`src/rtl/losc_ctl_ice.sv`:
```
// Low-speed (15 kHz WDT) oscillator controller: synchronises LOSCOUT, qualifies
// start-up, strobes WDT counts and flags a stalled oscillator.
module losc_ctl_ice #(
  parameter int unsigned STABLE_CNT = 8,
  parameter int unsigned TMO_CNT    = 4095,
  parameter int unsigned STOP_WAIT  = 4
) (
  input  logic CLK30MHZ,
  input  logic PONRESB,
  input  logic LOSCEN,
  input  logic FAILCLR,
  input  logic LOSCOUT,
  output logic LOSCSTPZ,
  output logic LOSCRDY,
  output logic LOSCEDGE,
  output logic LOSCFAIL
);

  localparam logic [7:0]  STABLE_V = 8'(STABLE_CNT);
  localparam logic [11:0] TMO_V    = 12'(TMO_CNT);
  localparam logic [3:0]  STOP_V   = 4'(STOP_WAIT);

  typedef enum logic [1:0] {OFF, START, RUN, STOP} state_t;

  state_t      state, state_next;
  logic        s1, s2, h;
  logic        rise;
  logic        tmo_expire;
  logic [7:0]  edge_cnt, edge_cnt_next;
  logic [11:0] tmo_cnt, tmo_cnt_next;
  logic [3:0]  stop_cnt, stop_cnt_next;
  logic        stpz_next, rdy_next, edge_next, fail_next;

  // LOSCOUT is asynchronous: two-flop synchroniser plus a history flop for edges
  always_ff @(posedge CLK30MHZ or negedge PONRESB) begin
    if (!PONRESB) begin
      s1 <= 1'b0;
      s2 <= 1'b0;
      h  <= 1'b0;
    end else begin
      s1 <= LOSCOUT;
      s2 <= s1;
      h  <= s2;
    end
  end

  assign rise = s2 & ~h;

  always_comb begin
    state_next    = state;
    edge_cnt_next = edge_cnt;
    tmo_cnt_next  = tmo_cnt;
    stop_cnt_next = stop_cnt;
    tmo_expire    = 1'b0;

    // Stall watchdog; a rise in the expiry cycle wins over the timeout
    if (state == START || state == RUN) begin
      if (rise) begin
        tmo_cnt_next = TMO_V;
      end else if (tmo_cnt <= 12'd1) begin
        tmo_expire   = 1'b1;
        tmo_cnt_next = TMO_V;
      end else begin
        tmo_cnt_next = tmo_cnt - 12'd1;
      end
    end

    case (state)
      OFF: begin
        if (LOSCEN) begin
          state_next    = START;
          edge_cnt_next = 8'd0;
          tmo_cnt_next  = TMO_V;
        end
      end
      START: begin
        if (!LOSCEN) begin
          state_next    = STOP;
          stop_cnt_next = STOP_V;
        end else if (rise) begin
          edge_cnt_next = edge_cnt + 8'd1;
          if (edge_cnt + 8'd1 == STABLE_V) state_next = RUN;
        end
      end
      RUN: begin
        if (!LOSCEN) begin
          state_next    = STOP;
          stop_cnt_next = STOP_V;
        end else if (tmo_expire) begin
          state_next    = START;
          edge_cnt_next = 8'd0;
        end
      end
      default: begin
        // Wait for the gated oscillator to be seen low long enough
        if (s2) begin
          stop_cnt_next = STOP_V;
        end else if (stop_cnt <= 4'd1) begin
          state_next = OFF;
        end else begin
          stop_cnt_next = stop_cnt - 4'd1;
        end
      end
    endcase

    stpz_next = (state_next == START) || (state_next == RUN);
    rdy_next  = (state_next == RUN);
    edge_next = (state == RUN) && rise;
    fail_next = tmo_expire ? 1'b1 : (FAILCLR ? 1'b0 : LOSCFAIL);
  end

  always_ff @(posedge CLK30MHZ or negedge PONRESB) begin
    if (!PONRESB) begin
      state    <= OFF;
      edge_cnt <= 8'd0;
      tmo_cnt  <= 12'd0;
      stop_cnt <= 4'd0;
      LOSCSTPZ <= 1'b0;
      LOSCRDY  <= 1'b0;
      LOSCEDGE <= 1'b0;
      LOSCFAIL <= 1'b0;
    end else begin
      state    <= state_next;
      edge_cnt <= edge_cnt_next;
      tmo_cnt  <= tmo_cnt_next;
      stop_cnt <= stop_cnt_next;
      LOSCSTPZ <= stpz_next;
      LOSCRDY  <= rdy_next;
      LOSCEDGE <= edge_next;
      LOSCFAIL <= fail_next;
    end
  end

endmodule

```
`config.mk`:
```
export PLATFORM = sky130hd
export DESIGN_NAME = losc_ctl_ice
export DESIGN_NICKNAME = d
export VERILOG_FILES = /design/src/rtl/losc_ctl_ice.sv
export SDC_FILE = /design/constraint.sdc
export NUM_CORES = 1
export LEC_CHECK = 0
export CAP_MARGIN = 20
export CORE_ASPECT_RATIO = 1.25
export CORE_MARGIN = 2
export CORE_UTILIZATION = 45
export DETAILED_ROUTE_END_ITERATION = 7
export GPL_ROUTABILITY_DRIVEN = 0
export PLACE_DENSITY = 0.64
export SLEW_MARGIN = 20
export SYNTH_ARGS = -nofsm -noshare
export SYNTH_HDL_FRONTEND = slang
export SYNTH_SLANG_ARGS = --single-unit
```
`constraint.sdc`:
```
create_clock -name CLK30MHZ -period 3.3 [get_ports CLK30MHZ]
set_clock_uncertainty 0.1 [all_clocks]
set_input_delay 0.99 -clock CLK30MHZ [delete_from_list [all_inputs] [get_ports CLK30MHZ]]
set_output_delay 0.99 -clock CLK30MHZ [all_outputs]
set_load 0.05 [all_outputs]
```
After elaboration in Yosys (flattened, before gate mapping)

Cells that the tools add are included.

Input port bits: 5
Logic and storage cells: 69
Bits in registers: 33

Multiplexer cells: 29
Bitwise logic cells: 3
Eq/ne operators: 12
Reduce and logical (&&, ||, !) cells: 9
Add/subtract/negate cells: 3
Magnitude comparators: 2

Operator list:

| cell                  | count |
|---|---|
| $mux 12               | 5 |
| $mux 8                | 5 |
| $pmux 8 s3            | 1 |
| $mux 2                | 8 |
| $le 12x1->1 const B   | 1 |
| $mux 4                | 3 |
| $ne 2x2->1 const B    | 6 |
| $sub 12x1->12 const B | 1 |
| $add 8x1->8 const B   | 1 |
| $eq 8x4->1 const B    | 1 |
| $pmux 4 s2            | 1 |
| $pmux 2 s3            | 1 |
| $reduce_and 6->1      | 1 |
| $mux 1                | 5 |
| $eq 2x1->1 const B    | 2 |
| $eq 2x2->1 const B    | 2 |
| $le 4x1->1 const B    | 1 |
| $sub 4x1->4 const B   | 1 |
| $ne 3x3->1 const B    | 1 |
| $reduce_and 3->1      | 1 |
| $reduce_bool 3->1     | 1 |
| $logic_not 2->1       | 1 |
| $logic_or 1x1->1      | 2 |
| $not 1->1             | 2 |
| other kinds (4)       | 4 |

Longest topological paths before layout

Gate-level depths: netlist (run 1).

Depth after elaboration: 9
Gate-level depth with buffers: 10

Least setup slack after synthesis (run 1)

OpenSTA, ideal clock, no wires.

Kind: in2reg
Start point: input port LOSCEN
End point: register edge_cnt[5]
Setup slack: 601 ps
Cell stages on the path: 6
Library setup time: 119 ps
Arrival: 2,480 ps
Required time: 3,081 ps
Cells stage by stage: clkbuf_1 nor4bb_1 a311oi_1 a2111oi_4 nand3_2 o21a_1

Longest elaborated chain between the ends: 2
Elaborated cells between the ends (all ways): 4
Those cells by class: 3 x eq/ne; 1 x reduce/logical

Ends and longest elaborated chain:

| what                           | line | RTL |
|---|---|---|
| start, declared                | 10   | `input logic LOSCEN,` |
| $ne 2x2->1 (no line)           | --   |  |
| $reduce_and 6->1 (no line) (*) | --   |  |
| end signal, assigned           | 124  | `edge_cnt <= edge_cnt_next;` |
| end, declared                  | 29   | `logic [7:0] edge_cnt, edge_cnt_next;` |

Mark *: on every way between the ends. The rest lies on a longest branch, timed or not.
A chain may end at the register's enable or synchronous reset.

Worst setup path after layout (run 1)

Same ends and word-level chain as after synthesis.

==> results of run 1 <==
power breakdown:
| group | total [mW] | leakage (nW) | internal (mW) | switching, mW |
|---|---|---|---|---|
| Sequential | 0.539 | 0.382 | 0.474 | 0.0653 |
| Combinational | 0.678 | 0.451 | 0.255 | 0.423 |
| Clock | 0.386 | 0.0585 | 0.246 | 0.140 |
| Total | 1.60 | 0.891 | 0.975 | 0.628 |
cell usage after synthesis, types with 2 or more instances:
cell      instances  share of area, %
and3_1            4               1.4
xor2_1            3               1.4
clkbuf_1          5               1.0
a31oi_1           8               2.7
nand2b_1          6               2.0
dfrtp_1          33                45
nor2b_1           2              0.68
or3_1             4               1.4
or4_1             2              0.81
inv_1            14               2.8
or4_4             3               1.8
o31ai_1           2              0.81
o22ai_1           3               1.0
nand3_1           6               1.6
nor3_1            6               1.6
xnor2_1           3               1.4
a21o_1            2              0.81
ha_1             10               6.8
nor4b_1           2              0.95
o21ai_0          11               3.0
nand2_1          25               5.1
a21oi_1           9               2.4
nor2_1           17               3.5
metrics by stage:
stage	power [mW]	cells	utilization, %	hold slack (ns)
floorplan	1.04	201	-	0.231
global placement	1.19	266	50.6	0.234
detailed placement	1.22	266	50.6	0.252
CTS	1.62	274	53.5	0.267
global route	1.74	274	53.5	0.277
finish	1.60	274	53.5	0.259
worst max-delay path by stage:
stage | endpoint | slack (ns) | cells past startpoint
after floorplan | edge_cnt[5]$_DFFE_PN0P_ | 0.60 | 6
after global placement | edge_cnt[5]$_DFFE_PN0P_ | 0.29 | 6
after detailed placement | edge_cnt[5]$_DFFE_PN0P_ | 0.26 | 6
after CTS | edge_cnt[5]$_DFFE_PN0P_ | 0.49 | 6
after global routing | edge_cnt[5]$_DFFE_PN0P_ | 0.28 | 6
final | edge_cnt[5]$_DFFE_PN0P_ | 0.49 | 6
logic make-up after synthesis:
group | count (synthesis) | share of synthesized area, %
muxes | 1 | 0.541
and+or+nand+nor | 86 | 24.8
xor gates and xnor gates | 6 | 2.84
adders and majority gates | 10 | 6.77
buffers and inverters | 19 | 3.86
AOI/OAI and AO/OA | 46 | 16.6
DFF | 33 | 44.7
layout by cell type, fill, tap and decap left out, types with 4 or more instances in the layout:
cell and count:
a31oi_1 8, dfrtp_1 33, clkdlybuf4s50_1 8, buf_4 6, inv_1 14, ha_1 10, nor3_1 6, nand2_1 25
nand2b_1 6, clkbuf_8 6, nor2_1 17, o21ai_0 11, a21oi_1 9, or3_1 4, nand3_1 6, and3_1 4
final cells by class:
| type | count | area, sq um | area share [%] |
|---|---|---|---|
| repair buffers | 14 | 125 | 5.84 |
| clock buffers | 7 | 86.3 | 4.03 |
| clock inverters | 1 | 30.0 | 1.40 |
| well taps | 56 | 70.1 | 3.27 |
| inverters | 14 | 52.6 | 2.45 |
| multi-input cells | 149 | 952 | 44.5 |
| flip-flops and latches | 33 | 826 | 38.6 |
worst max-delay path, cell delays in order:
cell             delay (ns)
clkdlybuf4s50_1        0.47
nor4bb_1               0.40
a311oi_1               0.14
a2111oi_4              0.63
nand3_2                0.12
o21a_1                 0.13
registers in the layout, summed over array words and instances (netlist names):
name      cells
stop_cnt      4
LOSCEDGE      1
s1            1
state         2
LOSCFAIL      1
tmo_cnt      12
h             1
edge_cnt      8
s2            1
LOSCSTPZ      1
LOSCRDY       1
per-layer routing:
metal | wire length, um | track usage, % | share of wire, %
met5 | 0 | 0 | 0
met4 | 78 | 7.80 | 2.0
met3 | 90 | 4.58 | 2.4
met2 | 2130 | 35.5 | 56
met1 | 1530 | 21.5 | 40
==> metrics.txt, run 1 <==
antenna cells 0; Overall Global Routing Usage 19.5%; Least-Margin Pin Slew around 1.0 ns; WHS Path Cells 0; Worst-path clk slew 0.07 ns; Worst VDD drop about 0.3 mV; Hold Vio Cnt, Final 0; Post-DP Area between 2000 and 2500 sq um; total wire length 3.83 mm; Area growth, synth to finish 15.8%; Placement Setup Slack 0.257 ns; Crit path required time between 3 and 4 ns; synthesized area per cell 9.20 sq um; Post-CTS Hold Buffers 0; Min-Delay Path Class reg2reg; nets 232; Tcrit/Tclk final between 80% and 90%; PwrDens approximately 750 nW/um^2; clk buf depth 2; Leak Pwr 0.891 nW; Cell Rows 26; clock sinks 33; Synth Net Count ~220; routed vias 1512; Mapped Area 1850 sq um; worst endpoint data arrival time 2.89 ns; Inserted Clock Buffers 5; register area share after synthesis ~45%; startpoint types input port; synth warn 0; TNS Setup 0 ns; CTS root buf clkbuf_8; EDFF count, synth 0; Final Cell Area 2140 sq um; Overflow after GRT 0; vias in the first global route 1501; Crit Path Category in2reg; worst r2r src tmo_cnt[6]$_DFF_PN0_; Final Slew Violations 0; Max Cap Viol 0; initial cell density of the core 46.2%; Critical path origin LOSCEN; Final Setup Violations 0; Final min period 2.81 ns; FFs w/ async S/R, synth 100%; H-tree depth 2; Final WS setup 0.490 ns; initial antenna violation count 0; Die W 61.3 um; CTS resizes 0; die area roughly 4600 sq um; Die H 75.7 um; layout cells sized above 1 9.63%; post-DP HPWL 2.81 mm; cell depth of the worst flop-to-flop path 8; initial DRC count 101; clock latency on the worst-skew pair 0.28 ns; Hold Crit Start s1$_DFF_PN0_; relative slew slack 30.5%; fillers 389; reg2reg setup slack 0.56 ns; Routed Antenna Nets 0; Yosys reg bits 33; Port Buffers 8; Fmax approximately 360 MHz; I/O pin total 9; via-per-instance ratio 5.52; Most used DFF post-synth dfrtp_1; outcome complete, no violations; CP endpoint kind flop; largest net degree at the start of global routing 34; drt first pass iters 4; worst-path maximum fanout 9; DRC violations left 0; setup repair bufs after CTS 0; CTS tree done; RR Endpoint LOSCSTPZ$_DFF_PN0_; hold worst-path end s2$_DFF_PN0_; RSZ-0062 raised after global routing false; Gate Count Post-Synth 201; Core ar. 4000 sq um; WL per Instance around 14 um; synth unique cells 44; first-pass GRT wire length 6.62 mm
(Power assumes the default switching activity.)
==> inputs of run 2 (changes only) <==
--- a/config.mk
+++ b/config.mk
@@ -10,8 +10,9 @@
 export CORE_MARGIN = 2
 export CORE_UTILIZATION = 45
 export DETAILED_ROUTE_END_ITERATION = 7
+export DONT_BUFFER_PORTS = 1
 export GPL_ROUTABILITY_DRIVEN = 0
-export PLACE_DENSITY = 0.64
+export PLACE_DENSITY = 0.62
 export SLEW_MARGIN = 20
 export SYNTH_ARGS = -nofsm -noshare
 export SYNTH_HDL_FRONTEND = slang
==> run 2 against run 1 <==
Compared with the run above:
- clock-buffer cell count did not move
- sequential power up 7.1%
- combinational power fell by 10%
- flip-flop and latch count unchanged
- non-clock buffer count shrank 12
- cell area down 6.5%
- die area stayed put
- routed wire length decreased by 0.42%
- core utilization is 3.5 points lower
- maximum frequency fell by 2.9%
- via count shrank 1.8%
- critical path depth up 1
==> metrics.txt, run 2 (synthesis results as in run 1) <==
Min-Delay Path Class reg2reg; setup repair bufs after CTS 0 (unchanged); clock latency on the worst-skew pair 0.28 ns (about the same); Hold Vio Cnt, Final 0 (unchanged); via-per-instance ratio 5.69 (+3.1%); DRC violations left 0 (unchanged); worst endpoint data arrival time 2.97 ns (+0.08 ns); Core ar. 4000 sq um (unchanged); Max Cap Viol 0 (unchanged); Overall Global Routing Usage 19.8% (+0.29 points); vias in the first global route 1501 (unchanged); Crit Path Category reg2reg; die area 4640 sq um (unchanged); Inserted Clock Buffers 5 (unchanged); outcome complete, no violations; first-pass GRT wire length 6.75 mm (+2.0%); Hold WS 0.249 ns (-0.0103 ns); Die W 61.3 um (unchanged); CTS tree done; layout cells sized above 1 7.80% (-1.8 points); Sequential Area 826 sq um (unchanged); antenna cells 0 (unchanged); Post-CTS Hold Buffers 0 (unchanged); drt first pass iters 4 (unchanged); fin util 50.0% (-3.5 points); CTS root buf clkbuf_8; biggest regs tmo_cnt x12, edge_cnt x8, stop_cnt x4; total chip power 1.49 mW (-7.0%); Leak Pwr 0.828 nW (-7.2%); fillers 394 (+1.3%); relative slew slack 52.0% (+22 points); total wire length 3.81 mm (-0.42%); TNS Setup 0 ns (unchanged); Final Slew Violations 0 (unchanged); worst-path maximum fanout 7 (-2); Cell Rows 26 (unchanged); initial DRC count 91 (-9.9%); Final WS setup 0.405 ns (-0.0850 ns); RSZ-0062 raised after global routing false; routed vias 1485 (-1.8%); nets 220 (-5.2%); startpoint types flop; Worst-path clk slew 0.06 ns (about the same); largest net degree at the start of global routing 34 (unchanged); H-tree depth 2 (unchanged); clock sinks 33 (unchanged); Least-Margin Pin Slew 0.708 ns (-0.322 ns); Final Setup Violations 0 (unchanged); Tcrit/Tclk final 87.7% (+2.6 points); most common cell after layout, fill and taps aside dfrtp_1; I/O pin total 9 (unchanged); Port Buffers 0 (-8); WL per Instance 14.6 um (+4.5%); PwrDens 745 nW/um^2 (-0.50%); CP endpoint kind flop; initial antenna violation count 0 (unchanged); Fmax 345 MHz (-2.9%); Overflow after GRT 0 (unchanged); Placement Setup Slack 0.448 ns (+0.190 ns); initial cell density of the core 46.2% (unchanged); post-DP HPWL 2.83 mm (+0.72%); Worst VDD drop 0.338 mV (+10%); Final min period 2.89 ns (+0.0850 ns); most frequent cells in the layout dfrtp_1, nand2_1, nor2_1; Crit path required time 3.38 ns (about the same); max reg flops 12 (unchanged); Area growth, synth to finish 8.25%; Routed Antenna Nets 0 (unchanged); Largest Register tmo_cnt; CTS resizes 0 (unchanged); clk buf depth 2 (unchanged); Die H 75.7 um (unchanged); area of the multi-input gates 952 sq um (unchanged)
==> run 2: cell count changes in the layout (fill, tap and decap cells not counted) <==
cell	previous run	this run
clkdlybuf4s50_1	8	0
bufinv_16	1	0
o311ai_1	0	1
buf_4	6	2
o311ai_0	1	0
==> run 2: layout make-up <==
class	count	area share, %
Timing Repair Buffer	2	0.750
Inverter	14	2.63
Sequential cell	33	41.3
Multi-Input combinational cell	149	47.6
Tap cell	56	3.50
Clock buffer	7	4.31
==> run 2: power by group <==
| group | internal, mW | switching (mW) | total (mW) | leakage, nW |
|---|---|---|---|---|
| Combinational | 0.232 | 0.376 | 0.608 | 0.401 |
| Clock | 0.165 | 0.140 | 0.305 | 0.0443 |
| Sequential | 0.474 | 0.104 | 0.577 | 0.382 |
==> run 2: metal layers <==
metal | up-vias | global-route usage (%) | share of wire, % | wire [um]
met5 | - | 0 | 0 | 0
met4 | 0 | 7.57 | 1.9 | 74
met3 | 8 | 5.77 | 4.4 | 169
met2 | 32 | 34.8 | 55 | 2090
met1 | 727 | 22.4 | 39 | 1480
li1 | 718 | - | - | -
==> run 2: metrics by stage <==
step | area, sq um | cells
2_1_floorplan | 1850 | 201
3_3_place_gp | 1920 | 254
3_5_place_dp | 1920 | 254
4_1_cts | 2000 | 261
5_1_grt | 2000 | 261
6_report | 2000 | 261
==> run 2: worst max-delay path, stage by stage (launching register included) <==
cell	delay (ns)
dfrtp_1	0.44
or4_4	0.58
or3_2	0.50
nor4b_1	0.50
a211oi_1	0.19
a21o_1	0.19
ha_1	0.27
inv_1	0.03
==> run 2: path summary, 6_finish.rpt <==
check	start	end	slack [ns]	cells after the start
min in group asynchronous	PONRESB	edge_cnt[6]$_DFFE_PN0P_	0.30	0
worst max-delay path	tmo_cnt[6]$_DFF_PN0_	LOSCSTPZ$_DFF_PN0_	0.41	7
worst max register to register	tmo_cnt[6]$_DFF_PN0_	LOSCSTPZ$_DFF_PN0_	0.41	7
worst min-delay path	s1$_DFF_PN0_	s2$_DFF_PN0_	0.25	0
worst min register to register	s1$_DFF_PN0_	s2$_DFF_PN0_	0.25	0
max in group asynchronous	PONRESB	tmo_cnt[2]$_DFF_PN0_	2.72	0
==> inputs of run 3 (changes only) <==
--- a/config.mk
+++ b/config.mk
@@ -6,7 +6,7 @@
 export NUM_CORES = 1
 export LEC_CHECK = 0
 export CAP_MARGIN = 20
-export CORE_ASPECT_RATIO = 1.25
+export CORE_ASPECT_RATIO = 1.5
 export CORE_MARGIN = 2
 export CORE_UTILIZATION = 45
 export DETAILED_ROUTE_END_ITERATION = 7
==> run 3 against run 2 <==
Compared with the run above:
- register-to-register slack better by 0.06 ns
- non-clock buffer count did not move
- routed wire length increased by 4.5%
- global-route usage fell by 0.73 points
- flip-flop and latch count stayed put
- sequential power rose by 0.9%
- sequential share of layout area up 0.29 points
- final cell count decreased by 3.8%
- clock-buffer cell count down 2
- via count is 0.61% lower
- combinational power up 1%
- core utilization increased by 0.19 points
- critical endpoint unchanged
==> metrics.txt, run 3 (synthesis results as in run 1) <==
Cell Rows 28 (+7.7%); total chip power 1.50 mW (+0.56%); Final Setup Violations 0 (unchanged); Area growth, synth to finish 7.51%; TNS Setup 0 ns (unchanged); PwrDens 754 nW/um^2 (+1.3%); relative slew slack 52.5% (+0.44 points); first-pass GRT wire length 6.78 mm (+0.50%); Worst path max stage delay 0.58 ns (about the same); CP endpoint kind flop; CTS resizes 0 (unchanged); WL per Instance 15.9 um (+8.7%); CP bufs+invs 1 (unchanged); H-tree depth 2 (unchanged); Die W 56.3 um (-8.1%); Inserted Clock Buffers 5 (unchanged); clock latency on the worst-skew pair 0.29 ns (about the same); CTS root buf clkbuf_8; Port Buffers 0 (unchanged); antenna cells 0 (unchanged); initial antenna violation count 0 (unchanged); worst-path maximum fanout 7 (unchanged); die area 4650 sq um (+0.16%); via-per-instance ratio 5.88 (+3.4%); layout cells sized above 1 8.74% (+0.93 points); most frequent cells in the layout dfrtp_1, nand2_1, nor2_1; clk buf depth 2 (unchanged); Largest Register tmo_cnt; Hold Vio Cnt, Final 0 (unchanged); vias in the first global route 1514 (+0.87%); initial DRC count 102 (+12%); Final WS setup 0.468 ns (+0.0630 ns); Max Cap Viol 0 (unchanged); Final Slew Violations 0 (unchanged); RSZ-0062 raised after global routing false; Routed Antenna Nets 0 (unchanged); Placement Setup Slack 0.463 ns (+0.0158 ns); I/O pin total 9 (unchanged); Crit Path Category reg2reg; Fmax 353 MHz (+2.2%); max reg flops 12 (unchanged); Post-CTS Hold Buffers 0 (unchanged); biggest regs tmo_cnt x12, edge_cnt x8, stop_cnt x4; outcome complete, no violations; slowest CP cell or4_4; Die H 82.5 um (+9.0%); setup repair bufs after CTS 0 (unchanged); Worst-path clk slew 0.08 ns (+0.02 ns); Crit path required time 3.39 ns (about the same); post-DP HPWL 2.92 mm (+3.2%); DRC violations left 0 (unchanged); CTS tree done; startpoint types flop; Core ar. 3960 sq um (-1.1%); Overall Global Routing Usage 19.0% (-0.73 points); cell family with most CP delay simple AND/OR/NAND/NOR gates; worst endpoint data arrival time 2.92 ns (-0.05 ns); Least-Margin Pin Slew 0.702 ns (-0.00647 ns); most common cell after layout, fill and taps aside dfrtp_1; Min-Delay Path Class reg2reg; routed vias 1476 (-0.61%); fin util 50.2% (+0.19 points); initial cell density of the core 46.7% (+0.50 points); nets 220 (unchanged); clock sinks 33 (unchanged); Tcrit/Tclk final 85.8% (-1.9 points); total wire length 3.98 mm (+4.5%); fillers 357 (-9.4%); Final min period 2.83 ns (-0.0630 ns); largest net degree at the start of global routing 34 (unchanged); Worst VDD drop 0.403 mV (+19%); drt first pass iters 4 (unchanged); Overflow after GRT 0 (unchanged); Leak Pwr 0.827 nW (about the same); crit-path cells or4_4 -> or3_2 -> nor4b_1 -> a211oi_1 -> a21o_1 -> ha_1 -> inv_1
## run 3: path summary, 6_finish.rpt
kind / startpoint / endpoint / slack, ns / cells after the start
setup / recovery: tmo_cnt[6]$_DFF_PN0_ / LOSCSTPZ$_DFF_PN0_ / 0.47 / 7
hold / removal: s1$_DFF_PN0_ / s2$_DFF_PN0_ / 0.25 / 0
setup reg to reg: tmo_cnt[6]$_DFF_PN0_ / LOSCSTPZ$_DFF_PN0_ / 0.47 / 7
hold reg to reg: s1$_DFF_PN0_ / s2$_DFF_PN0_ / 0.25 / 0
min in group asynchronous: PONRESB / tmo_cnt[2]$_DFF_PN0_ / 0.29 / 0
max in group asynchronous: PONRESB / LOSCFAIL$_DFFE_PN0P_ / 2.72 / 0
## run 3: final cells by class
type | instances | area [sq um] | share of cell area, %
tap | 45 | 56.3 | 2.83
inverter | 14 | 52.6 | 2.64
clock inverter | 3 | 17.5 | 0.881
multi-input combinational | 149 | 952 | 47.9
timing repair buffer | 2 | 15.0 | 0.755
clock buffer | 5 | 68.8 | 3.46
sequential | 33 | 826 | 41.5
## run 3: power breakdown
group / leakage [nW] / internal (mW) / total, mW / switching [mW]
Clock: 0.0439 / 0.145 / 0.300 / 0.155
Combinational: 0.401 / 0.235 / 0.617 / 0.382
Sequential: 0.382 / 0.473 / 0.582 / 0.108
## run 3: layer usage
metal  share of wire, %  global-route usage (%)  vias up
li1                   -                       -      724
met5                  0                       0        -
met3                3.5                    4.98       13
met1                 40                    19.4      707
met4                2.9                    10.7        0
met2                 54                    35.2       32
## run 3: through the flow
stage,instances,hold WS (ns),cell area (sq um)
global route,251,0.267,1990
CTS,251,0.251,1990
floorplan,201,0.231,1850
finish,251,0.249,1990
detailed placement,243,0.235,1900
global placement,243,0.236,1900
